==> src/rtl/addern_pkg.sv <==
// Elaboration-time helpers shared by the segmented pipelined adder/subtractor.
package addern_pkg;

   function automatic bit stages_ok(input int unsigned n, input int unsigned stages);
      return (stages != 0) && ((n % stages) == 0);
   endfunction

   function automatic int unsigned seg_width(input int unsigned n, input int unsigned stages);
      return (stages == 0) ? n : n / stages;
   endfunction

endpackage

==> src/rtl/addern_seg.sv <==
// Combinational W-bit ripple segment; exposes carry into its MSB for overflow detection.
module addern_seg #(
   parameter int unsigned W = 8
) (
   input  logic [W-1:0] a_i,
   input  logic [W-1:0] b_i,
   input  logic         c_i,
   output logic [W-1:0] sum_o,
   output logic         co_o,
   output logic         cmsb_o
);

   logic [W:0] carry;

   always_comb begin
      carry    = '0;
      sum_o    = '0;
      carry[0] = c_i;
      for (int unsigned i = 0; i < W; i++) begin
         sum_o[i]   = a_i[i] ^ b_i[i] ^ carry[i];
         carry[i+1] = (a_i[i] & b_i[i]) | (carry[i] & (a_i[i] ^ b_i[i]));
      end
   end

   assign co_o   = carry[W];
   assign cmsb_o = carry[W-1];

endmodule

==> src/rtl/addern_pipe.sv <==
// Pipelined ripple-carry adder/subtractor: one W-bit segment per stage, skewed operands in,
// deskewed sum out, single global advance for valid/ready flow control.
module addern_pipe
   import addern_pkg::*;
#(
   parameter int unsigned N      = 32,
   parameter int unsigned STAGES = 4
) (
   input  logic         clock,
   input  logic         reset,
   input  logic         in_valid,
   output logic         in_ready,
   input  logic         sub,
   input  logic         carryin,
   input  logic [N-1:0] X,
   input  logic [N-1:0] Y,
   output logic         out_valid,
   input  logic         out_ready,
   output logic [N-1:0] S,
   output logic         carryout,
   output logic         overflow
);

   localparam int unsigned W = seg_width(N, STAGES);

   if (!stages_ok(N, STAGES)) begin : g_cfg_err
      $error("addern_pipe: STAGES must be non-zero and divide N exactly");
   end

   logic                      adv;
   logic [N-1:0]              y_eff;
   logic                      cin_eff;
   logic [STAGES-1:0][W-1:0]  seg_a, seg_b, seg_sum;
   logic [STAGES-1:0]         seg_c, seg_co, seg_cm;
   logic [STAGES-1:0][N-1:0]  x_q, x_d, y_q, y_d, s_q, s_d;
   logic [STAGES-1:0]         c_q, c_d, v_q, v_d;
   logic                      cmsb_q, cmsb_d;
   logic                      unused_skew;

   // Subtraction as X + ~Y + ~borrow, resolved once before the first segment.
   assign y_eff   = sub ? ~Y : Y;
   assign cin_eff = sub ? ~carryin : carryin;

   assign adv       = out_ready | ~v_q[STAGES-1];
   assign in_ready  = adv;
   assign out_valid = v_q[STAGES-1];
   assign S         = s_q[STAGES-1];
   assign carryout  = c_q[STAGES-1];
   assign overflow  = cmsb_q ^ c_q[STAGES-1];

   always_comb begin
      seg_a    = '0;
      seg_b    = '0;
      seg_c    = '0;
      seg_a[0] = X[W-1:0];
      seg_b[0] = y_eff[W-1:0];
      seg_c[0] = cin_eff;
      for (int unsigned k = 1; k < STAGES; k++) begin
         seg_a[k] = x_q[k-1][k*W +: W];
         seg_b[k] = y_q[k-1][k*W +: W];
         seg_c[k] = c_q[k-1];
      end
   end

   for (genvar k = 0; k < STAGES; k++) begin : g_seg
      addern_seg #(.W(W)) u_seg (
         .a_i    (seg_a[k]),
         .b_i    (seg_b[k]),
         .c_i    (seg_c[k]),
         .sum_o  (seg_sum[k]),
         .co_o   (seg_co[k]),
         .cmsb_o (seg_cm[k])
      );
   end

   // Each stage forwards operands (skew) and partial sum (deskew), patching in its own segment.
   always_comb begin
      x_d           = '0;
      y_d           = '0;
      s_d           = '0;
      c_d           = '0;
      v_d           = '0;
      x_d[0]        = X;
      y_d[0]        = y_eff;
      s_d[0][W-1:0] = seg_sum[0];
      c_d[0]        = seg_co[0];
      v_d[0]        = in_valid;
      for (int unsigned k = 1; k < STAGES; k++) begin
         x_d[k]            = x_q[k-1];
         y_d[k]            = y_q[k-1];
         s_d[k]            = s_q[k-1];
         s_d[k][k*W +: W]  = seg_sum[k];
         c_d[k]            = seg_co[k];
         v_d[k]            = v_q[k-1];
      end
      cmsb_d = seg_cm[STAGES-1];
   end

   always_ff @(posedge clock) begin
      if (reset) begin
         x_q    <= '0;
         y_q    <= '0;
         s_q    <= '0;
         c_q    <= '0;
         v_q    <= '0;
         cmsb_q <= '0;
      end else if (adv) begin
         x_q    <= x_d;
         y_q    <= y_d;
         s_q    <= s_d;
         c_q    <= c_d;
         v_q    <= v_d;
         cmsb_q <= cmsb_d;
      end
   end

   // Already-consumed skew bits and inner-segment MSB carries are intentionally dropped.
   assign unused_skew = ^{x_q, y_q, seg_cm};

endmodule

==> config.mk <==
export PLATFORM = sky130hd
export DESIGN_NAME = addern_pipe
export DESIGN_NICKNAME = d
export VERILOG_FILES = /design/src/rtl/addern_pkg.sv /design/src/rtl/addern_seg.sv /design/src/rtl/addern_pipe.sv
export SDC_FILE = /design/constraint.sdc
export NUM_CORES = 1
export LEC_CHECK = 0
export ABC_CLOCK_PERIOD_IN_PS = 9860
export CORE_ASPECT_RATIO = 0.7
export CORE_MARGIN = 4
export CORE_UTILIZATION = 40
export CTS_CLUSTER_SIZE = 8
export DETAILED_ROUTE_END_ITERATION = 7
export PLACE_DENSITY = 0.67
export SYNTH_ARGS = -nofsm -noshare
export SYNTH_HDL_FRONTEND = slang
export SYNTH_SLANG_ARGS = --single-unit
==> constraint.sdc <==
create_clock -name clock -period 9.86 [get_ports clock]
set_input_delay 2.958 -clock clock [delete_from_list [all_inputs] [get_ports clock]]
set_output_delay 2.958 -clock clock [all_outputs]
set_load 0.1 [all_outputs]
==> flow_metrics.env, run 1 <==
export IMPL_synth_cell_type_count=18
export IMPL_p_per_area_nw_per_um2=183
export IMPL_p_clk_share_pct=38.0
export IMPL_cts_htree_levels=4
export IMPL_skew_ns=0.00984
export IMPL_syn_num_nets=967
export IMPL_drt_first_iter_violations=440
export IMPL_die_y_um=124
export IMPL_finalPower_w=0.00168
export IMPL_cts_tree="yes"
export IMPL_nets=1030
export IMPL_tightestPinTransition_ns=1.15
export IMPL_drt_total_wl_mm=16.3
export IMPL_grt_pass1_vias=5155
export IMPL_leakagePower_nw=3.45
export IMPL_rows=41
export IMPL_hold_viol=0
export IMPL_routedWlPerCell_um=13.9
export IMPL_dr_total_vias=5513
export IMPL_io_pins=106
export IMPL_grt_pass1_wl_mm=26.7
export IMPL_reg2reg_slack_ns=5.69
export IMPL_yosys_warnings=0
export IMPL_clock_latency_ns=0.42
export IMPL_cp_cell_sequence="clkdlybuf4s50_1 -> nor2b_4 -> buf_4 -> inv_6 -> clkdlybuf4s50_1"
export IMPL_die_area_um2=21400
export IMPL_drtPass1Iterations=4
export IMPL_initial_core_util_pct=41.5
export IMPL_syn_inst=865
export IMPL_period_needed_ns=8.04
export IMPL_final_layout_size_suffix_gt1_share_pct=7.97
export IMPL_drc=0
export IMPL_slowest_delay_ns=1.13
export IMPL_max_freq_ghz=0.124
export IMPL_path_common_cell="clkdlybuf4s50_1"
export IMPL_post_cts_setup_buffer_count=0
export IMPL_max_vdd_ir_drop_mv=0.0926
export IMPL_grt_max_degree=219
export IMPL_critPathSlowestCell="clkdlybuf4s50_1"
export IMPL_path_max_fanout=54
export IMPL_syn_cell_area_um2=7620
export IMPL_antenna_found_initial=1
export IMPL_finalCritPeriodShare_pct=81.6
export IMPL_cts_made_buffers=17
export IMPL_nFillCells=1782
export IMPL_rsz0062_at_grt="false"
export IMPL_cp_end_kind="output port"
export IMPL_die_w_um=173
export IMPL_synth_area_per_cell_um2=8.81
export IMPL_internal_power_w=0.00124
export IMPL_worst_ep_arrival_time_ns=5.09
export IMPL_antenna_cells=0
export IMPL_clk_path_buf_depth=2
export IMPL_power_frac_seq_pct=49.3
export IMPL_grt_util_all_layers_pct=15.6
export IMPL_setup_viol=0
export IMPL_drt_vias_per_instance=4.68
export IMPL_hpwlAfterDp_mm=10.2
export IMPL_swShare_pct=26.0
export IMPL_port_buffer_count=105
export IMPL_critPathKind="input pin to output port"
export IMPL_hold_buffers=0
export IMPL_ant_nets=0
export IMPL_maxCapViolations=0
export IMPL_hold_path_class="flip-flop to flip-flop"
export IMPL_cts_repair_resized=0
export IMPL_fin_hold_ws_ns=0.449
export IMPL_comb_power_share_pct=12.8
export IMPL_coreArea_um2=18400
export IMPL_status="finished, final reports clean"
export IMPL_gr_total_overflow=0
export IMPL_clk_pin_slew_ns=0.06
export IMPL_tns_ns=0
export IMPL_synth_seq_area_share_pct=48.6
export IMPL_ys_seq_elements=185
export IMPL_worst_slew_margin_rel_pct=23.4
export IMPL_worstSetupStartpointType="input pin"
export IMPL_cts_root_buf="clkbuf_16"
export IMPL_area_growth_pct=20.3
export IMPL_p_switching_w=0.000435
export IMPL_finalMaxSlewViolations=0
export IMPL_place_congestion=0.722
export IMPL_cp_required_ns=6.90
export IMPL_clock_sinks=185
## metrics by stage
stage | instance area (µm²) | setup slack [ns] | cells | utilization, %
after global placement | 8620 | 1.81 | 1145 | 46.9
after CTS | 9170 | 1.81 | 1177 | 49.9
after detailed placement | 8620 | 1.80 | 1145 | 46.9
after global routing | 9170 | 1.76 | 1177 | 49.9
final | 9170 | 1.82 | 1177 | 49.9
after floorplan | 7620 | 3.01 | 865 | -
## power groups by stage
stage	Clock [W]	Combinational, W	Sequential [W]
after floorplan	0	0.000110	0.000876
after global placement	0	0.000213	0.000841
after detailed placement	0	0.000214	0.000843
after CTS	0.000655	0.000216	0.000826
after global routing	0.000684	0.000237	0.000832
final	0.000636	0.000214	0.000826
## kinds of logic after synthesis
kind of cell	count (synthesis)	synth area share [%]
adders and majority gates	32	8.40
xor gates and xnor gates	34	3.91
DFF	185	48.6
AOI/OAI and AO/OA	184	15.8
and+or+nand+nor	332	16.5
buffers and inverters	98	6.84
## worst max-delay path, delay by kind of cell
kind | cells | cell delay, ns
buffers and inverters | 4 | 2.05
AND/OR/NAND/NOR | 1 | 0.04
## cell usage after synthesis
cell,n,area share (%)
buf_6,7,1.0
clkbuf_4,2,0.20
a211oi_1,2,0.20
nor2b_4,1,0.18
buf_2,16,1.1
a21oi_1,145,9.5
buf_1,1,0.049
a211oi_2,37,6.1
nand2_1,290,14
xor2_1,5,0.57
nor2_1,41,2.0
fa_1,32,8.4
xnor2_1,29,3.3
inv_1,31,1.5
buf_4,19,1.9
inv_4,1,0.082
clkbuf_1,21,1.0
dfxtp_1,185,49
## final cells by class
cell class,count,area (µm²),share of cell area (%)
inverter,32,125,1.36
tap,236,295,3.22
sequential,185,3700,40.4
clock inverter,11,98.8,1.08
multi-input combinational,582,3400,37.1
clock buffer,21,450,4.91
timing repair buffer,110,1100,12.0
## cells in the final DEF, fill, tap and decap left out, drive strengths merged
cell and count:
nand2 290, dfxtp 185, a21oi 145, clkdlybuf4s50 103, nor2 41, a211oi 39, inv 33, fa 32
xnor2 29, clkbuf 21, buf 7, clkinvlp 6, xor2 5, clkinv 3, nor2b 1, bufinv 1
## sequential cells by signal, indices dropped and copies added (netlist names)
| register | count |
|---|---|
| cmsb_q | 1 |
| seg_a | 24 |
| c_q | 4 |
| v_q | 4 |
| s_d | 48 |
| x_d | 24 |
| seg_b | 24 |
| y_d | 24 |
| S | 32 |
## final timing paths
| path | startpoint | endpoint | depth (start not counted) |
|---|---|---|---|
| worst max-delay path | out_ready | in_ready | 5 |
| worst max register to register | c_q[2] | S[31] | 14 |
| worst min-delay path | S[22] | S[22] | 2 |
| worst min register to register | S[22] | S[22] | 2 |
## per-layer routing
layer / vias to the layer above / global-route usage, % / part of all wire (%)
met5: - / 0 / 0.043
met4: 2 / 4.04 / 0.53
met3: 6 / 4.25 / 3.7
met1: 2531 / 25.1 / 57
met2: 94 / 20.2 / 39
li1: 2880 / - / -
Note: power is estimated with default switching activity, not from simulation.
==> run 2, diff against run 1 <==
Settings changed: ABC_CLOCK_PERIOD_IN_PS 9860 to 7800.
Clock period 9.86 ns to 7.8 ns, I/O delays scaled along.
==> run 2 against run 1 <==
Sequential cell count did not move. Die area did not move. Clock skew fell by 0.00066 ns. Largest power group unchanged. Critical path depth rose by 10. Sequential power rose by 26%. Power rose by 29%. Final cell count rose by 0.17%. Clock-buffer cell count fell by 2. Worst hold slack improved by 0.0012 ns. Routed wire length rose by 0.27%.
==> flow_metrics.env, run 2 (synthesized netlist as in run 1, its figures left out) <==
export IMPL_clock_sinks=185
export IMPL_grt_util_all_layers_pct=15.4
export IMPL_critPathKind="input pin to flip-flop"
export IMPL_routedWlPerCell_um=13.9
export IMPL_die_area_um2=21400
export IMPL_gr_total_overflow=0
export IMPL_crit_family="adder cells"
export IMPL_maxCapViolations=0
export IMPL_hold_path_class="flip-flop to flip-flop"
export IMPL_hpwlAfterDp_mm=10.5
export IMPL_cts_htree_levels=4
export IMPL_finalCritPeriodShare_pct=78.9
export IMPL_reg2reg_slack_ns=3.64
export IMPL_drc=0
export IMPL_drt_vias_per_instance=4.65
export IMPL_worst_ep_arrival_time_ns=6.41
export IMPL_p_switching_w=0.000568
export IMPL_grt_most_used_layer="met1"
export IMPL_cts_tree="yes"
export IMPL_rows=41
export IMPL_p_clk_share_pct=39.2
export IMPL_hold_depth=2
export IMPL_area_growth_pct=20.6
export IMPL_hold_viol=0
export IMPL_tns_ns=0
export IMPL_status="finished, final reports clean"
export IMPL_port_buffer_count=105
export IMPL_grt_util_met2_pct=19.6
export IMPL_critPathSlowestCell="fa_1"
export IMPL_grt_pass1_wl_mm=26.3
export IMPL_skew_ns=0.00918
export IMPL_p_per_area_nw_per_um2=235
export IMPL_max_freq_ghz=0.163
export IMPL_finalMaxSlewViolations=0
export IMPL_tightestPinTransition_ns=1.10
export IMPL_drtPass1Iterations=4
export IMPL_leakagePower_nw=3.46
export IMPL_swShare_pct=26.2
export IMPL_final_layout_size_suffix_gt1_share_pct=8.28
export IMPL_crit_buf_inv=4
export IMPL_path_max_fanout=1
export IMPL_period_needed_ns=6.15
export IMPL_clk_path_buf_depth=2
export IMPL_place_congestion=0.720
export IMPL_post_cts_setup_buffer_count=0
export IMPL_worst_slew_margin_rel_pct=26.4
export IMPL_power_frac_seq_pct=48.2
export IMPL_multi_input_area_um2=3400
export IMPL_largest_reg_flops=48
export IMPL_die_w_um=173
export IMPL_comb_power_share_pct=12.6
export IMPL_rr_startpoint="c_q[1]"
export IMPL_worstHoldStart="S[23]"
export IMPL_rsz0062_at_grt="false"
export IMPL_die_y_um=124
export IMPL_place_ws_ns=1.18
export IMPL_worstSetupStartpointType="input pin"
export IMPL_max_vdd_ir_drop_mv=0.140
export IMPL_drt_first_iter_violations=384
export IMPL_grt_use_met3_pct=3.42
export IMPL_grt_use_met1_pct=24.9
export IMPL_path_common_cell="fa_1"
export IMPL_internal_power_w=0.00160
export IMPL_final_common_cell="nand2_1"
export IMPL_rr_worst_depth=12
export IMPL_fin_ws_ns=1.65
export IMPL_io_pins=106
export IMPL_drt_total_wl_mm=16.3
export IMPL_initial_core_util_pct=41.5
export IMPL_r2r_end="s_d[119]"
export IMPL_grt_max_degree=128
export IMPL_clk_pin_slew_ns=0.07
export IMPL_clock_latency_ns=0.43
export IMPL_nFillCells=1771
export IMPL_final_cell_mix="nand2_1, dfxtp_1, a21oi_1"
export IMPL_cp_cell_sequence="clkdlybuf4s50_1 -> xnor2_1 -> fa_1 -> inv_1 -> fa_1 -> inv_1 -> fa_1 -> fa_1 -> fa_1 -> fa_1 -> fa_1 -> inv_1 -> fa_1 -> nand2_1 -> a21oi_1"
export IMPL_coreArea_um2=18400
export IMPL_hold_path_end="S[23]"
export IMPL_seqCellArea_um2=3700
export IMPL_cts_root_buf="clkbuf_16"
export IMPL_grt_pass1_vias=5021
export IMPL_cp_required_ns=8.06
export IMPL_cts_repair_resized=0
export IMPL_dr_total_vias=5482
export IMPL_ant_nets=0
export IMPL_cp_end_kind="flip-flop"
export IMPL_antenna_found_initial=0
export IMPL_hold_buffers=0
export IMPL_nets=1031
export IMPL_cts_made_buffers=17
export IMPL_slowest_delay_ns=0.45
export IMPL_setup_viol=0
-- run 2: cell types whose count changed in the layout (fill, tap and decap cells not counted), sizes merged --
cell           change
clkinvlp           -1
diode              +1
bufinv             +1
inv                +1
clkdlybuf4s50      -1
clkinv             +1
buf                +2
clkbuf             -2
-- run 2: worst reg2reg max path, stage by stage (launching register included) --
cell and delay (ns):
dfxtp_1 0.33, fa_1 0.41, inv_1 0.08, fa_1 0.17, inv_1 0.05, fa_1 0.46, fa_1 0.49, fa_1 0.51
fa_1 0.48, fa_1 0.44, inv_1 0.09, fa_1 0.40, a211oi_2 0.18
-- run 2: how the worst max path moves through the flow --
stage          startpoint      end  slack [ns]  depth (start not counted)
6_report          carryin  s_d[39]        1.65                         15
4_1_cts           carryin  s_d[39]        1.63                         15
3_3_place_gp      carryin  s_d[39]        1.28                         15
2_1_floorplan         sub  s_d[39]        1.57                         16
3_5_place_dp      carryin  s_d[39]        1.18                         15
5_1_grt           carryin  s_d[39]        1.47                         15
-- run 2: layout make-up --
class	count	area share [%]
Tap cell	236	3.21
Clock buffer	19	4.71
Timing Repair Buffer	111	11.9
Multi-Input combinational cell	582	37.0
Inverter	32	1.36
Sequential cell	185	40.3
Antenna cell	1	0.0272
Clock inverter	13	1.59
-- run 2: per-stage QoR --
stage               power, W  hold slack [ns]  utilization (%)  cells  cell area, µm²
detailed placement   0.00134            0.443             46.9   1146            8610
finish               0.00216            0.450             50.1   1179            9190
floorplan            0.00125            0.432                -    865            7620
CTS                  0.00219            0.452             50.0   1178            9190
global route         0.00226            0.464             50.0   1178            9190
global placement     0.00133            0.438             46.9   1146            8610
-- run 2: layer usage --
layer | vias to the layer above | part of all wire (%) | routed length [µm]
met1 | 2489 | 57 | 9250
li1 | 2889 | - | -
met4 | 0 | 1.1 | 180
met2 | 89 | 38 | 6280
met3 | 15 | 3.9 | 635
met5 | - | 0 | 0
-- run 2: power by group through the flow --
| stage | registers, W | clock network, W | logic (W) |
|---|---|---|---|
| 2_1_floorplan | 0.00111 | 0 | 0.000139 |
| 3_3_place_gp | 0.00106 | 0 | 0.000269 |
| 3_5_place_dp | 0.00106 | 0 | 0.000273 |
| 4_1_cts | 0.00104 | 0.000868 | 0.000275 |
| 5_1_grt | 0.00105 | 0.000907 | 0.000301 |
| 6_report | 0.00104 | 0.000848 | 0.000272 |
==> run 3, diff against run 2 <==
Settings changed: ABC_CLOCK_PERIOD_IN_PS 7800 to 5900.
Clock period 7.8 ns to 5.9 ns, I/O delays scaled along.
==> run 3 against run 2 <==
First-iteration DRC count shrank 21%. Sequential power increased by 33%. Clock power is 31% higher. Sequential cell count stayed put. Worst setup slack worse by 1.3 ns. Utilization grew 0.089 points. Final cell count did not move. Sequential share of layout area down 0.071 points. Cell area is 0.18% higher. Routed wire length down 0.51%. Worst hold slack is essentially flat. Critical path depth did not move. Largest power group unchanged.
==> flow_metrics.env, run 3 (synthesized netlist as in run 1, its figures left out) <==
export IMPL_die_w_um=173
export IMPL_worst_ep_arrival_time_ns=5.79
export IMPL_drt_vias_per_instance=4.64
export IMPL_antenna_found_initial=0
export IMPL_worst_slew_margin_rel_pct=25.9
export IMPL_drc=0
export IMPL_largest_reg_flops=48
export IMPL_reg2reg_slack_ns=1.74
export IMPL_hold_buffers=0
export IMPL_maxCapViolations=0
export IMPL_die_area_um2=21400
export IMPL_drt_first_iter_violations=303
export IMPL_clock_latency_ns=0.42
export IMPL_initial_core_util_pct=41.5
export IMPL_routedWlPerCell_um=13.8
export IMPL_final_layout_size_suffix_gt1_share_pct=8.38
export IMPL_dr_total_vias=5471
export IMPL_crit_start="carryin"
export IMPL_grt_most_used_layer="met1"
export IMPL_status="finished, final reports clean"
export IMPL_worstSetupStartpointType="input pin"
export IMPL_final_common_cell="nand2_1"
export IMPL_hold_depth=2
export IMPL_period_needed_ns=5.50
export IMPL_hold_viol=0
export IMPL_nFillCells=1767
export IMPL_antenna_cells=0
export IMPL_grt_pass1_wl_mm=26.9
export IMPL_grt_pass1_vias=5110
export IMPL_rr_startpoint="c_q[1]"
export IMPL_max_freq_ghz=0.182
export IMPL_cts_tree="yes"
export IMPL_max_vdd_ir_drop_mv=0.166
export IMPL_hold_path_class="flip-flop to flip-flop"
export IMPL_final_cell_mix="nand2_1, dfxtp_1, a21oi_1"
export IMPL_p_per_area_nw_per_um2=309
export IMPL_tightestPinTransition_ns=1.11
export IMPL_finalCritPeriodShare_pct=93.3
export IMPL_grt_use_met1_pct=25.3
export IMPL_coreArea_um2=18400
export IMPL_die_y_um=124
export IMPL_critPathKind="input pin to flip-flop"
export IMPL_cts_htree_levels=4
export IMPL_port_buffer_count=105
export IMPL_leakagePower_nw=3.49
export IMPL_cp_required_ns=6.19
export IMPL_hpwlAfterDp_mm=10.7
export IMPL_worstHoldStart="S[2]"
export IMPL_drt_total_wl_mm=16.3
export IMPL_rows=41
export IMPL_clock_sinks=185
export IMPL_place_inst=1148
export IMPL_rr_worst_depth=12
export IMPL_gr_total_overflow=0
export IMPL_grt_use_met3_pct=3.88
export IMPL_hold_path_end="S[2]"
export IMPL_area_growth_pct=20.8
export IMPL_place_congestion=0.719
export IMPL_post_cts_setup_buffer_count=0
export IMPL_r2r_end="s_d[119]"
export IMPL_drtPass1Iterations=4
export IMPL_clk_path_buf_depth=2
export IMPL_skew_ns=0.00959
export IMPL_io_pins=106
export IMPL_grt_util_all_layers_pct=15.6
export IMPL_nets=1033
export IMPL_clk_pin_slew_ns=0.07
export IMPL_grt_max_degree=120
export IMPL_cp_end_kind="flip-flop"
export IMPL_rsz0062_at_grt="false"
export IMPL_fin_hold_ws_ns=0.449
export IMPL_cts_made_buffers=17
export IMPL_path_max_fanout=1
export IMPL_finalMaxSlewViolations=0
export IMPL_grt_util_met2_pct=19.8
export IMPL_final_cells=1179
export IMPL_cts_repair_resized=0
export IMPL_setup_viol=0
export IMPL_ant_nets=0
export IMPL_cts_root_buf="clkbuf_16"
-- run 3: changes by cell type in the layout (fill, tap and decap cells not counted) --
| cell | change |
|---|---|
| clkinv_2 | +2 |
| clkinvlp_4 | -2 |
| buf_12 | +1 |
| buf_4 | +1 |
| clkbuf_8 | +1 |
| clkinv_4 | -1 |
| diode_2 | -1 |
| inv_6 | -1 |
-- run 3: metrics by stage --
step,TNS (ns),utilization (%),worst slack [ns],total power (W),cell area [µm²]
floorplan,0,-,0.238,0.00165,7620
global placement,-0.0179,47.0,-0.0179,0.00176,8640
detailed placement,-0.0466,47.0,-0.0466,0.00177,8640
CTS,0,50.1,0.385,0.00288,9210
global route,0,50.1,0.202,0.00298,9210
finish,0,50.1,0.396,0.00285,9210
-- run 3: worst max path at each step --
stage / to / slack [ns] / cells past startpoint
floorplan: s_d[39] / 0.24 / 16
global placement: s_d[39] / -0.02 / 15
detailed placement: s_d[39] / -0.05 / 15
CTS: s_d[39] / 0.39 / 15
global route: s_d[39] / 0.20 / 15
finish: s_d[39] / 0.40 / 15
-- run 3: final cells by class --
type	instances	area, µm²	share of cell area (%)
multi-input cells	582	3400	36.9
clock buffers	20	447	4.85
repair buffers	113	1120	12.1
flip-flops and latches	185	3700	40.2
inverters	32	125	1.36
well taps	236	295	3.21
clock inverters	11	124	1.34
-- run 3: worst max-delay path, cell delays in order --
cell	delay, ns
clkdlybuf4s50_1	0.42
xnor2_1	0.15
fa_1	0.38
inv_1	0.08
fa_1	0.19
inv_1	0.07
fa_1	0.41
fa_1	0.43
fa_1	0.43
fa_1	0.44
fa_1	0.40
inv_1	0.08
fa_1	0.41
nand2_1	0.07
a21oi_1	0.07
-- run 3: per-layer routing --
layer | up-vias | share of wire (%)
met3 | 17 | 4.5
met5 | - | 0
met2 | 105 | 38
met1 | 2461 | 57
li1 | 2888 | -
met4 | 0 | 1.0
-- run 3: power by group --
| part | switching (W) | internal (W) | total (W) |
|---|---|---|---|
| Clock | 0.000475 | 0.000634 | 0.00111 |
| Combinational | 0.000210 | 0.000150 | 0.000360 |
| Sequential | 0.0000466 | 0.00133 | 0.00138 |
| Total | 0.000731 | 0.00212 | 0.00285 |
